$ cat src/rtl/filter_scan_ctrl.sv
`default_nettype none
// ---------------------------------------------------------------------------
// filter_scan_ctrl : round-robin debounce scheduler, one shared evaluator for
// N synchronized input lines with HIST-deep sample histories.  Rev 1.0
// ---------------------------------------------------------------------------
module filter_scan_ctrl #(
  parameter int N    = 4,
  parameter int DIV  = 4,
  parameter int HIST = 3,
  localparam int CW  = (N > 1) ? $clog2(N) : 1
) (
  input  logic          clock,
  input  logic          reset,
  input  logic          enable,
  input  logic          flush,
  input  logic [N-1:0]  sig_in,
  output logic [N-1:0]  sig_out,
  output logic          chg,
  output logic [CW-1:0] chg_ch,
  output logic          scan_done,
  output logic          busy
);

  localparam int PW = (DIV > 1) ? $clog2(DIV) : 1;
  localparam logic [PW-1:0] C_PRESC_LAST = PW'(DIV - 1);
  localparam logic [CW-1:0] C_CH_LAST    = CW'(N - 1);

  typedef enum logic [1:0] {
    S_IDLE   = 2'd0,
    S_WAIT   = 2'd1,
    S_SAMPLE = 2'd2,
    S_EVAL   = 2'd3
  } state_t;

  state_t          r_state;
  logic [N-1:0]    r_sync1;
  logic [N-1:0]    r_sync2;
  logic [HIST-1:0] r_hist [N];
  logic [N-1:0]    r_sig_out;
  logic            r_chg;
  logic [CW-1:0]   r_chg_ch;
  logic            r_scan_done;
  logic [PW-1:0]   r_presc;
  logic [CW-1:0]   r_ch;

  logic            w_all_ones;
  logic            w_all_zeros;

  assign w_all_ones  = &r_hist[r_ch];
  assign w_all_zeros = ~|r_hist[r_ch];

  always_ff @(posedge clock or negedge reset) begin
    if (!reset) begin
      r_sync1 <= '0;
      r_sync2 <= '0;
    end else begin
      r_sync1 <= sig_in;
      r_sync2 <= r_sync1;
    end
  end

  always_ff @(posedge clock or negedge reset) begin
    if (!reset) begin
      r_state     <= S_IDLE;
      r_sig_out   <= '0;
      r_chg       <= 1'b0;
      r_chg_ch    <= '0;
      r_scan_done <= 1'b0;
      r_presc     <= '0;
      r_ch        <= '0;
      for (int i = 0; i < N; i++) r_hist[i] <= '0;
    end else begin
      r_chg       <= 1'b0;
      r_scan_done <= 1'b0;
      // flush overrides any slot in progress, including a pending EVAL edge
      if (flush) begin
        r_state   <= S_IDLE;
        r_sig_out <= '0;
        r_presc   <= '0;
        r_ch      <= '0;
        for (int i = 0; i < N; i++) r_hist[i] <= '0;
      end else begin
        case (r_state)
          S_IDLE: begin
            r_presc <= '0;
            if (enable) r_state <= S_WAIT;
          end
          S_WAIT: begin
            if (!enable) begin
              r_presc <= '0;
              r_state <= S_IDLE;
            end else if (r_presc == C_PRESC_LAST) begin
              r_presc <= '0;
              r_state <= S_SAMPLE;
            end else begin
              r_presc <= r_presc + 1'b1;
            end
          end
          S_SAMPLE: begin
            r_hist[r_ch] <= {r_sync2[r_ch], r_hist[r_ch][HIST-1:1]};
            r_state      <= S_EVAL;
          end
          S_EVAL: begin
            if (w_all_ones && !r_sig_out[r_ch]) begin
              r_sig_out[r_ch] <= 1'b1;
              r_chg           <= 1'b1;
              r_chg_ch        <= r_ch;
            end else if (w_all_zeros && r_sig_out[r_ch]) begin
              r_sig_out[r_ch] <= 1'b0;
              r_chg           <= 1'b1;
              r_chg_ch        <= r_ch;
            end
            if (r_ch == C_CH_LAST) begin
              r_ch        <= '0;
              r_scan_done <= 1'b1;
            end else begin
              r_ch <= r_ch + 1'b1;
            end
            r_state <= enable ? S_WAIT : S_IDLE;
          end
          default: r_state <= S_IDLE;
        endcase
      end
    end
  end

  assign sig_out   = r_sig_out;
  assign chg       = r_chg;
  assign chg_ch    = r_chg_ch;
  assign scan_done = r_scan_done;
  assign busy      = (r_state != S_IDLE);

endmodule
`default_nettype wire

$ cat config.mk
export PLATFORM = sky130hd
export DESIGN_NAME = filter_scan_ctrl
export DESIGN_NICKNAME = d
export VERILOG_FILES = /design/src/rtl/filter_scan_ctrl.sv
export SDC_FILE = /design/constraint.sdc
export NUM_CORES = 1
export LEC_CHECK = 0
export CAP_MARGIN = 20
export CELL_PAD_IN_SITES_DETAIL_PLACEMENT = 1
export CELL_PAD_IN_SITES_GLOBAL_PLACEMENT = 1
export CORE_MARGIN = 2
export CORE_UTILIZATION = 44
export CTS_CLUSTER_SIZE = 24
export DETAILED_ROUTE_END_ITERATION = 8
export PLACE_DENSITY = 0.75
export SETUP_SLACK_MARGIN = 0.4
export SLEW_MARGIN = 0
export SYNTH_ARGS = -nofsm -noshare
export SYNTH_HDL_FRONTEND = slang
export SYNTH_SLANG_ARGS = --single-unit
$ cat constraint.sdc
create_clock -name clock -period 2.7 [get_ports clock]
set_clock_uncertainty 0.2 [all_clocks]
set_input_delay 0.675 -clock clock [delete_from_list [all_inputs] [get_ports clock]]
set_output_delay 0.675 -clock clock [all_outputs]
set_load 0.01 [all_outputs]
-- After elaboration in Yosys (flattened, before gate mapping)
Cells that the tools add are included.
- bits in registers: 34
- logic and storage cells: 89
- $lt $le $gt $ge: 4
- bitwise logic cells: 5
- equal/unequal tests: 7
- multiplexer cells: 40
- reduce and logical (&&, ||, !) cells: 18
- $add $sub $neg: 2
- operators with widths (kind ; number):
    12-bit two-way mux ; 2
    2-bit two-way mux ; 12
    4-bit two-way mux ; 4
    12-bit bitwise mux ; 1
    1-bit two-way mux ; 11
    3-bit two-way mux ; 3
    2-bit equality test (second input constant) ; 4
    2-bit case mux with 4 select lines ; 1
    2-bit nonzero test ; 4
    3-bit binary-select mux with 2-bit select ; 1
    3-bit demux with 2-bit select ; 1
    3-bit AND reduction ; 2
    3-bit nonzero test ; 2
    2-bit by 1-bit adder with 2-bit output (second input constant) ; 2
    4-bit AND ; 1
    1-bit binary-select mux with 2-bit select ; 2
    1-bit logical AND ; 4
    4-bit != test (second input constant) ; 1
    4-bit NOT ; 1
    4-bit bitwise OR ; 1
    2-bit case mux with 2 select lines ; 1
    2-bit AND reduction ; 2
    3-bit greater-or-equal comparator (second input constant) ; 1
    2-bit by 3-bit less-than comparator with 1-bit output (second input constant) ; 1
    10 further kinds ; 11

-- Logic depth before layout (Yosys ltp)
Gate-level depths: netlist (run 1).
- depth in word-level cells: 11
- depth in mapped cells: 6
- mapped depth without buffers: 5

-- Least setup slack after synthesis (run 1)
No wires, ideal clock.
- path type: register -> register
- start: register r_ch[0]
- end: register r_chg_ch[0] (netlist: chg_ch[0])
- arrival: 1909 ps
- path slack: 466 ps
- path buffers: 1
- cell stages (with the launch flop): 6
- data required time: 2375 ps
- cells stage by stage: dfrtp_1 buf_6 mux4_2 nor4b_4 o21a_4 mux2_4
- word-level cells in the longest chain between the ends: 9
- elaborated cells between the ends (all ways): 16
- those cells by class: mux (7); bitwise (1); reduce/logical (8)
- ends and longest elaborated chain (what ; RTL line ; RTL):
    start: declaration ; 44 ; logic [CW-1:0] r_ch;
    start signal: assignment ; 117 ; r_ch <= r_ch + 1'b1;
    2-bit NOT with 3-bit output (implied by the code) ; 49, 50 ;
    3-bit binary-select mux with 2-bit select ; 49, 50 ;
    3-bit two-way mux (implied by the code) (2 in a row) ; 49, 50 ;
    3-bit OR reduction ; 50 ; assign w_all_zeros = ~|r_hist[r_ch];
    1-bit zero test ; 50 ;
    1-bit logical AND ; 108 ; end else if (w_all_zeros && r_sig_out[r_ch]) begin
    2-bit nonzero test (no line) ; n/a ;
    3-bit AND reduction (no line) ; n/a ;
    end signal: assignment ; 107 ; r_chg_ch <= r_ch;
    end signal: assignment ; 111 ; r_chg_ch <= r_ch;
    end: declaration ; 41 ; logic [CW-1:0] r_chg_ch;
Several ways; a longest one is shown, not always the timed one. The select of a mux whose other input is x is not followed.
A chain may end at the register's enable or synchronous reset.

-- Worst setup path after layout (run 1)
Ends and elaborated chain as after synthesis.

==> summary by stage, run 1 <==
Die
17 I/O pins were placed. The floorplan step defined a die boundary enclosing 3990 µm². The y dimension of the die is 63.2 µm. The area inside the core boundary is 3340 µm². For this configuration, the core starts out at a cell density of 0.462. The initialized floorplan defines 21 standard-cell rows. Measured along the x axis, the die boundary spans 63.2 µm.

Setup path
The worst setup slack for register-to-register paths is 0.46 ns. STA puts the critical path data required time at roughly 2.7 ns. The worst register-to-register path ends at chg_ch[0]. The maximum fanout encountered on the critical timing path is 8. The class of the most critical setup path is reg2reg. For the worst flop-to-flop path, the logic depth is 5. The worst setup path is captured at a flip-flop. The startpoint of the worst register-to-register path is r_ch[0].

The data arrival at the endpoint of the critical path is 2.27 ns. The kind of launch point of the worst setup path is a flip-flop.

Cells and area
The net count of the finished layout is 171. In the layout the commonest cells are 32 x dfrtp_1, 19 x nand2_1, 16 x a21oi_1. The finished cells cover 1850 µm².

The area growth from synthesis to layout is 20.1%. In the final layout, the share of cells above drive strength 1 is 0.176. The library cell used most frequently in the layout, excluding fill and tap cells, is dfrtp_1. The number of antenna diodes in the final layout is 0.

Status
The flow ran to the end, and the final reports show no timing, DRC or antenna violations.

Clock tree
Clock tree synthesis found a total of 34 sinks. The buffer cell driving the clock tree root is clkbuf_4. For this design, the CTS-stage hold fixing added 0 buffers. The clock tree buffer depth is 2. TritonCTS created 5 clock buffers.

The count of H-tree levels built during CTS is 2. The later pin in the worst-skew pair is clocked with a latency of 0.35 ns. The TritonCTS clock tree is done. After clock tree synthesis, the clock-pin slew on the worst setup and hold paths is roughly 0.10 ns.

Yosys
The number of nets in the synthesized netlist is 147. The largest total area in the synthesized netlist belongs to dfrtp_1. The netlist area before placement is 1540 µm². The main flop type after synthesis is dfrtp_1. The sequential cell area fraction in the yosys report is 0.552. The netlist uses 27 different library cells. The synthesized design contains 0 enable-type register cells. The share of async-settable or async-resettable flops after synthesis is 1.00. By area the synthesized netlist is led by dfrtp_1 55%, mux4_2 5.8%, a21oi_1 5.2%. The warning count from the yosys run is 0. The share of synthesized area in the top cell type comes to 0.552. The flip-flop and latch count after synthesis is 34. The average footprint of a synthesized cell is 11.5 µm². Synthesis produced 134 cells.

Place
In this run the cell area measured after placement is 1760 µm². After legalization and detailed placement, the total HPWL measured 2.57 mm. The worst-case setup slack after placement is approximately 0.42 ns.

The count of buffers added on input and output ports is 16. The congestion estimate from routability-driven global placement came to 0.800.

Pwr
The worst-case IR drop observed on VDD is 0.000291 V. The proportion of power drawn by flip-flops and latches is 0.607. The total leakage power is slightly below 0.0008 µW. The clock share of power is 0.348.

The switching fraction of total power is 0.229. The switching power summed over all nets is 196 µW. The internal power of the cells totals 658 µW. Of the total power, combinational logic draws 0.045. For this design the ratio of total power to cell area is 462 nW/µm².

Min path
The worst hold path endpoint is r_sync2[1]. The kind of path behind the tightest hold check is reg2reg. The number of cells on the worst hold path is 0. In this run the most critical hold path is launched from r_sync1[1].

Timing
The achievable frequency is about 450 MHz. Summed over all failing endpoints, the final setup total negative slack is 0 ns. The number of endpoints with negative hold slack in the final report is 0. Setup repair after global routing could not meet its margin everywhere. The smallest clock period supported by the final layout is computed as 2.24 ns. The final count of pins violating max slew is 0.

The slew at the pin with the worst max-slew slack is 0.419 ns. The least setup slack across all paths after layout is 0.460 ns. The final-report setup violation count is 0.

Dividing the final minimum period by the clock period gives 0.830. The worst pin sits at a relative slew slack of 0.720.

Global routing
The initial antenna violation count was 0. The global-route usage over all layers is 0.204. The overall overflow remaining after global route is 0. The number of global-route vias before repair is 1199. The first global-routing pass estimated 6.04 mm of wire. Entering global routing, the biggest net connects 35 pins.

Routing
The detailed router finished its first iteration with 50 violations. In the final routed layout, each cell accounts on average for between 15 and 20 µm. The total detailed-routing wirelength is around 3.6 mm. In this run the remaining antenna-violating nets after routing total 0.

The first-pass detailed-route iteration total is 4. The total number of vias is ~1100. Using the TritonRoute via totals, the vias-per-cell ratio works out to around 5.5. After detailed routing, the number of remaining DRC violations is 0.

Flow run
The total of max-cap violations is 0.
## sequential cells by signal, indices dropped and copies added (netlist names)
register / flops
r_sync1: 4
chg_ch: 2
scan_done: 1
r_state: 2
r_sync2: 4
r_presc: 2
r_ch: 2
r_hist: 12
chg: 1
sig_out: 4
## worst max path at each step
| stage | slack (ns) | end | start |
|---|---|---|---|
| global placement | 0.49 | chg_ch[1] | r_ch[0] |
| floorplan | 0.47 | chg_ch[0] | r_ch[0] |
| finish | 0.46 | chg_ch[0] | r_ch[0] |
| detailed placement | 0.42 | chg_ch[0] | r_ch[0] |
| global route | 0.38 | sig_out[3] | r_ch[0] |
| CTS | 0.41 | sig_out[1] | r_ch[0] |
## routing by layer
layer,track usage,vias up,routed length (µm)
li1,-,522,-
met1,0.235,588,1480
met2,0.355,21,1890
met3,0.0554,5,130
met4,0.0917,0,69
met5,0,-,0
## critical path, stage by stage, from the launching register on
cell and delay, ns:
dfrtp_2 0.43, buf_4 0.18, mux4_2 0.53, and4b_1 0.31, o21a_4 0.16, mux2_4 0.30
## cell type report
cell class | instances | area, µm²
Multi-Input combinational cell | 87 | 629
Sequential cell | 34 | 853
Fill cell | 377 | 1490
Timing Repair Buffer | 26 | 234
Tap cell | 46 | 57.6
Clock inverter | 1 | 5.00
Inverter | 4 | 15.0
Clock buffer | 7 | 55.1
## kinds of logic (layout without fill, tap and decap cells)
| logic type | Yosys count | after routing | share of synthesized area |
|---|---|---|---|
| simple gates | 51 | 51 | 0.171 |
| mux | 7 | 7 | 0.0951 |
| flops | 34 | 34 | 0.552 |
| compound gates | 24 | 24 | 0.102 |
| buf+inv | 13 | 38 | 0.0390 |
| fa+ha+maj | 5 | 5 | 0.0406 |
## Yosys cell counts (2+ instances only)
cell      number
nand3_1       13
buf_2          3
mux4_2         4
dfrtp_1       34
and2_1         2
nor2b_1        2
a32o_1         4
nor2_1         5
inv_1          4
nand2_1       19
nand4_1        4
clkbuf_1       5
ha_1           5
mux2_4         2
a21oi_1       16
## stage by stage
stage	power, µW	hold slack (ns)	util	cells
6_report	854	0.161	0.554	205
5_1_grt	893	0.168	0.554	205
4_1_cts	866	0.165	0.549	203
3_5_place_dp	569	0.142	0.527	193
3_3_place_gp	567	0.134	0.527	193
2_1_floorplan	539	0.131	-	134
## power by group through the flow
stage                     clock network (µW)  registers [µW]  logic [µW]
after floorplan                            0             528        11.9
after CTS                                307             519        39.7
after detailed placement                   0             528        40.3
final                                    297             518        38.6
after global placement                     0             528        39.0
after global routing                     331             520        42.9
## repair_timing
action                     CTS  global route
setup buffers                2             2
gates resized for setup      1             2
setup endpoints to repair    2             6
pin swaps                    1             5
hold endpoints to repair     0             0
No activity file was read; power rests on OpenSTA's default activity.
==> run 2, diff against run 1 <==
clock period = 2.2 ns   (was 2.7 ns; I/O delays follow)
==> run 2 against run 1 <==
The flow now finishes with violations (negative setup slack). Cell count increased by 3.9%. Die area unchanged. Via count increased by 2.2%. Critical path type unchanged. Largest cell class unchanged.
==> summary by stage, run 2 (synthesized netlist as in run 1, its figures left out) <==
Status
The run finished, with violations left. The checks that failed: negative setup slack.

Routing
The residual DRC count is 0 (unchanged). The average wire per cell in the routed design is 18.6 µm (+6.6%). The via count normalized by instance count came to 5.45 (-1.6%). The remaining antenna violation count is 0 (unchanged). The total number of vias came to 1161 (+2.2%). The total detailed-routing wirelength is 3.95 mm (+11%). The first-pass detailed-route iteration total came to 4 (unchanged). The iteration-0 DRC count of the detailed router is 30 (-40%).

Timing
The worst slew slack as a fraction of its limit is 0.713 (-0.00698). The final critical-path required period is 2.24 ns (+0.00303 ns). The final-report setup violation count is 3 (+3).

The number of endpoints with negative hold slack in the final report is 0 (unchanged). The slew at the pin with the worst max-slew slack is 0.430 ns (+0.0105 ns). The final worst-path cycle share was 1.02 (+0.190). The final setup TNS is -0.103 ns (-0.103 ns). The final count of pins violating max slew is 0 (unchanged). The achievable frequency is 446 MHz (-0.14%). Setup repair after global routing could not meet its margin everywhere. The least setup slack across all paths after layout is -0.0431 ns (-0.503 ns).

Setup path
The data arrival at the endpoint of the critical path is 2.29 ns (+0.02 ns). In this run the critical register-to-register path is captured at chg_ch[0]. The nature of the critical path endpoint is a flip-flop. In this run the worst setup path terminates at chg_ch[0]. The data required time at the worst endpoint is 2.24 ns (-0.49 ns).

The maximum fanout encountered on the critical timing path came to 6 (-2). The logic depth of the worst register-to-register path is 5 (unchanged). The worst setup slack for register-to-register paths is -0.04 ns (-0.50 ns). The class of the most critical setup path is reg2reg. The kind of launch point of the worst setup path is a flip-flop. The startpoint of the worst register-to-register path is r_ch[0]. The startpoint of the worst setup timing path is r_ch[0].

Die
The area inside the core boundary is 3340 µm² (unchanged). The count of standard-cell rows was 21 (unchanged). The die width is 63.2 µm (unchanged). The die area is 3990 µm² (unchanged). The initial cell density of the core is 0.462 (unchanged).

The top-level I/O count came to 17 (unchanged). The y dimension of the die is 63.2 µm (unchanged).

Cells and area
The total inserted antenna cells is 0 (unchanged). The cell area after layout is 1960 µm² (+6.1%). The top register by number of flip-flops is r_hist.

The area growth from synthesis to layout is 27.4%. The utilization after layout is 0.588 (+0.0337). The leading cell type in the layout, fill and taps excluded is dfrtp_1.

The net total in the final layout is 179 (+4.7%). The share of post-route cells with drive strength above 1 is 0.293 (+0.117). The top cell types in the final layout, fill and taps aside, are 33 x dfrtp_1, 19 x nand2_1, 15 x buf_4. The flip-flop count of the largest register after layout is 12 (unchanged).

Clock tree
The clock network latency to the later pin of the worst-skew pair is 0.35 ns (about the same). The number of CTS-inserted buffers is 5 (unchanged). The clock slew at the register clock pins of the worst setup and hold paths came to 0.10 ns (about the same).

The quantity of hold-fixing buffers added after cts is 0 (unchanged). The root buffer cell chosen for the clock tree is clkbuf_4. The count of H-tree levels built during CTS is 2 (unchanged). The clock tree buffer depth is 2 (unchanged).

The clock sink total came to 34 (unchanged). The TritonCTS clock tree is done.

Pwr
The switching fraction of total power is 0.241 (+0.0112). The part of the power in combinational logic is 0.047 (+0.002). The total leakage power came to 0.000859 µW (+8.2%). The areal power density over the cells is 542 nW/µm² (+17%). The maximum ir drop on the vdd rail is 0.000296 V (+1.7%).

The post-layout total power is 1060 µW (+25%). The clock share of power is 0.354 (+0.006). The switching power summed over all nets is 256 µW (+31%). The internal power of the cells came to 808 µW (+23%). The proportion of power drawn by flip-flops and latches is 0.598 (-0.009).

Global routing
The overall overflow remaining after global route came to 0 (unchanged). The first-pass GRT wire length is 6.37 mm (+5.5%). The initial antenna violation count is 0 (unchanged). The number of global-route vias before repair is 1286 (+7.3%). The global-route usage over all layers is 0.215 (+0.0105). The largest net degree at the start of global routing was 35 (unchanged).

Place
The placer's final routability congestion estimate is 0.794 (-0.74%). The worst-case setup slack after placement is -0.0382 ns (-0.462 ns). The count of buffers inserted at the top-level ports is 16 (unchanged). The sum of net half-perimeters after detailed placement is 2.59 mm (+0.69%).

The instance area at placement is 1800 µm² (+2.1%).

Flow run
The total of max-cap violations is 0 (unchanged).

Min path
In this run the worst hold path is classified as reg2reg.
==> run 2: cell type report <==
| class | count | area, µm² |
|---|---|---|
| clock inverter | 2 | 12.5 |
| tap | 46 | 57.6 |
| sequential | 34 | 852 |
| clock buffer | 6 | 51.3 |
| multi-input combinational | 87 | 671 |
| inverter | 4 | 15.0 |
| timing repair buffer | 34 | 303 |
| fill | 382 | 1380 |
==> run 2: timing repair <==
item,4_1_cts,5_1_grt
hold endpoints to repair,0,0
pin swaps,1,2
endpoints found under the setup margin,20,19
resized for setup,25,19
buffers inserted,4,3
==> run 2: how the worst min path moves through the flow <==
| stage | startpoint | endpoint | cells after the start |
|---|---|---|---|
| final | r_sync1[0] | r_sync2[0] | 0 |
| after global routing | r_sync1[0] | r_sync2[0] | 0 |
| after CTS | r_sync1[0] | r_sync2[0] | 0 |
| after detailed placement | r_sync1[0] | r_sync2[0] | 0 |
| after global placement | r_sync1[2] | r_sync2[2] | 0 |
| after floorplan | reset | chg | 0 |
==> run 2: through the flow <==
step                hold WS [ns]  std cells
detailed placement         0.139        198
floorplan                 0.0544        134
finish                     0.159        213
CTS                        0.165        210
global route               0.168        213
global placement           0.134        198
==> run 2: metal layers <==
| layer | vias up | GRT usage | part of all wire |
|---|---|---|---|
| met5 | - | 0 | 0 |
| met1 | 597 | 0.251 | 0.41 |
| met4 | 0 | 0.0667 | 0.017 |
| met3 | 7 | 0.0732 | 0.032 |
| met2 | 19 | 0.371 | 0.54 |
| li1 | 538 | - | - |
==> run 2: worst max-delay path, cell delays in order (launching register included) <==
cell and delay (ns):
dfrtp_2 0.47, mux4_2 0.59, buf_4 0.17, and4b_1 0.21, o21a_4 0.22, mux2_4 0.29
==> run 2: power by group through the flow <==
stage	registers (µW)	clock network, µW	logic, µW
floorplan	648	0	14.4
global placement	648	0	47.5
detailed placement	649	0	49.0
CTS	637	388	50.3
global route	638	418	55.7
finish	637	377	50.2
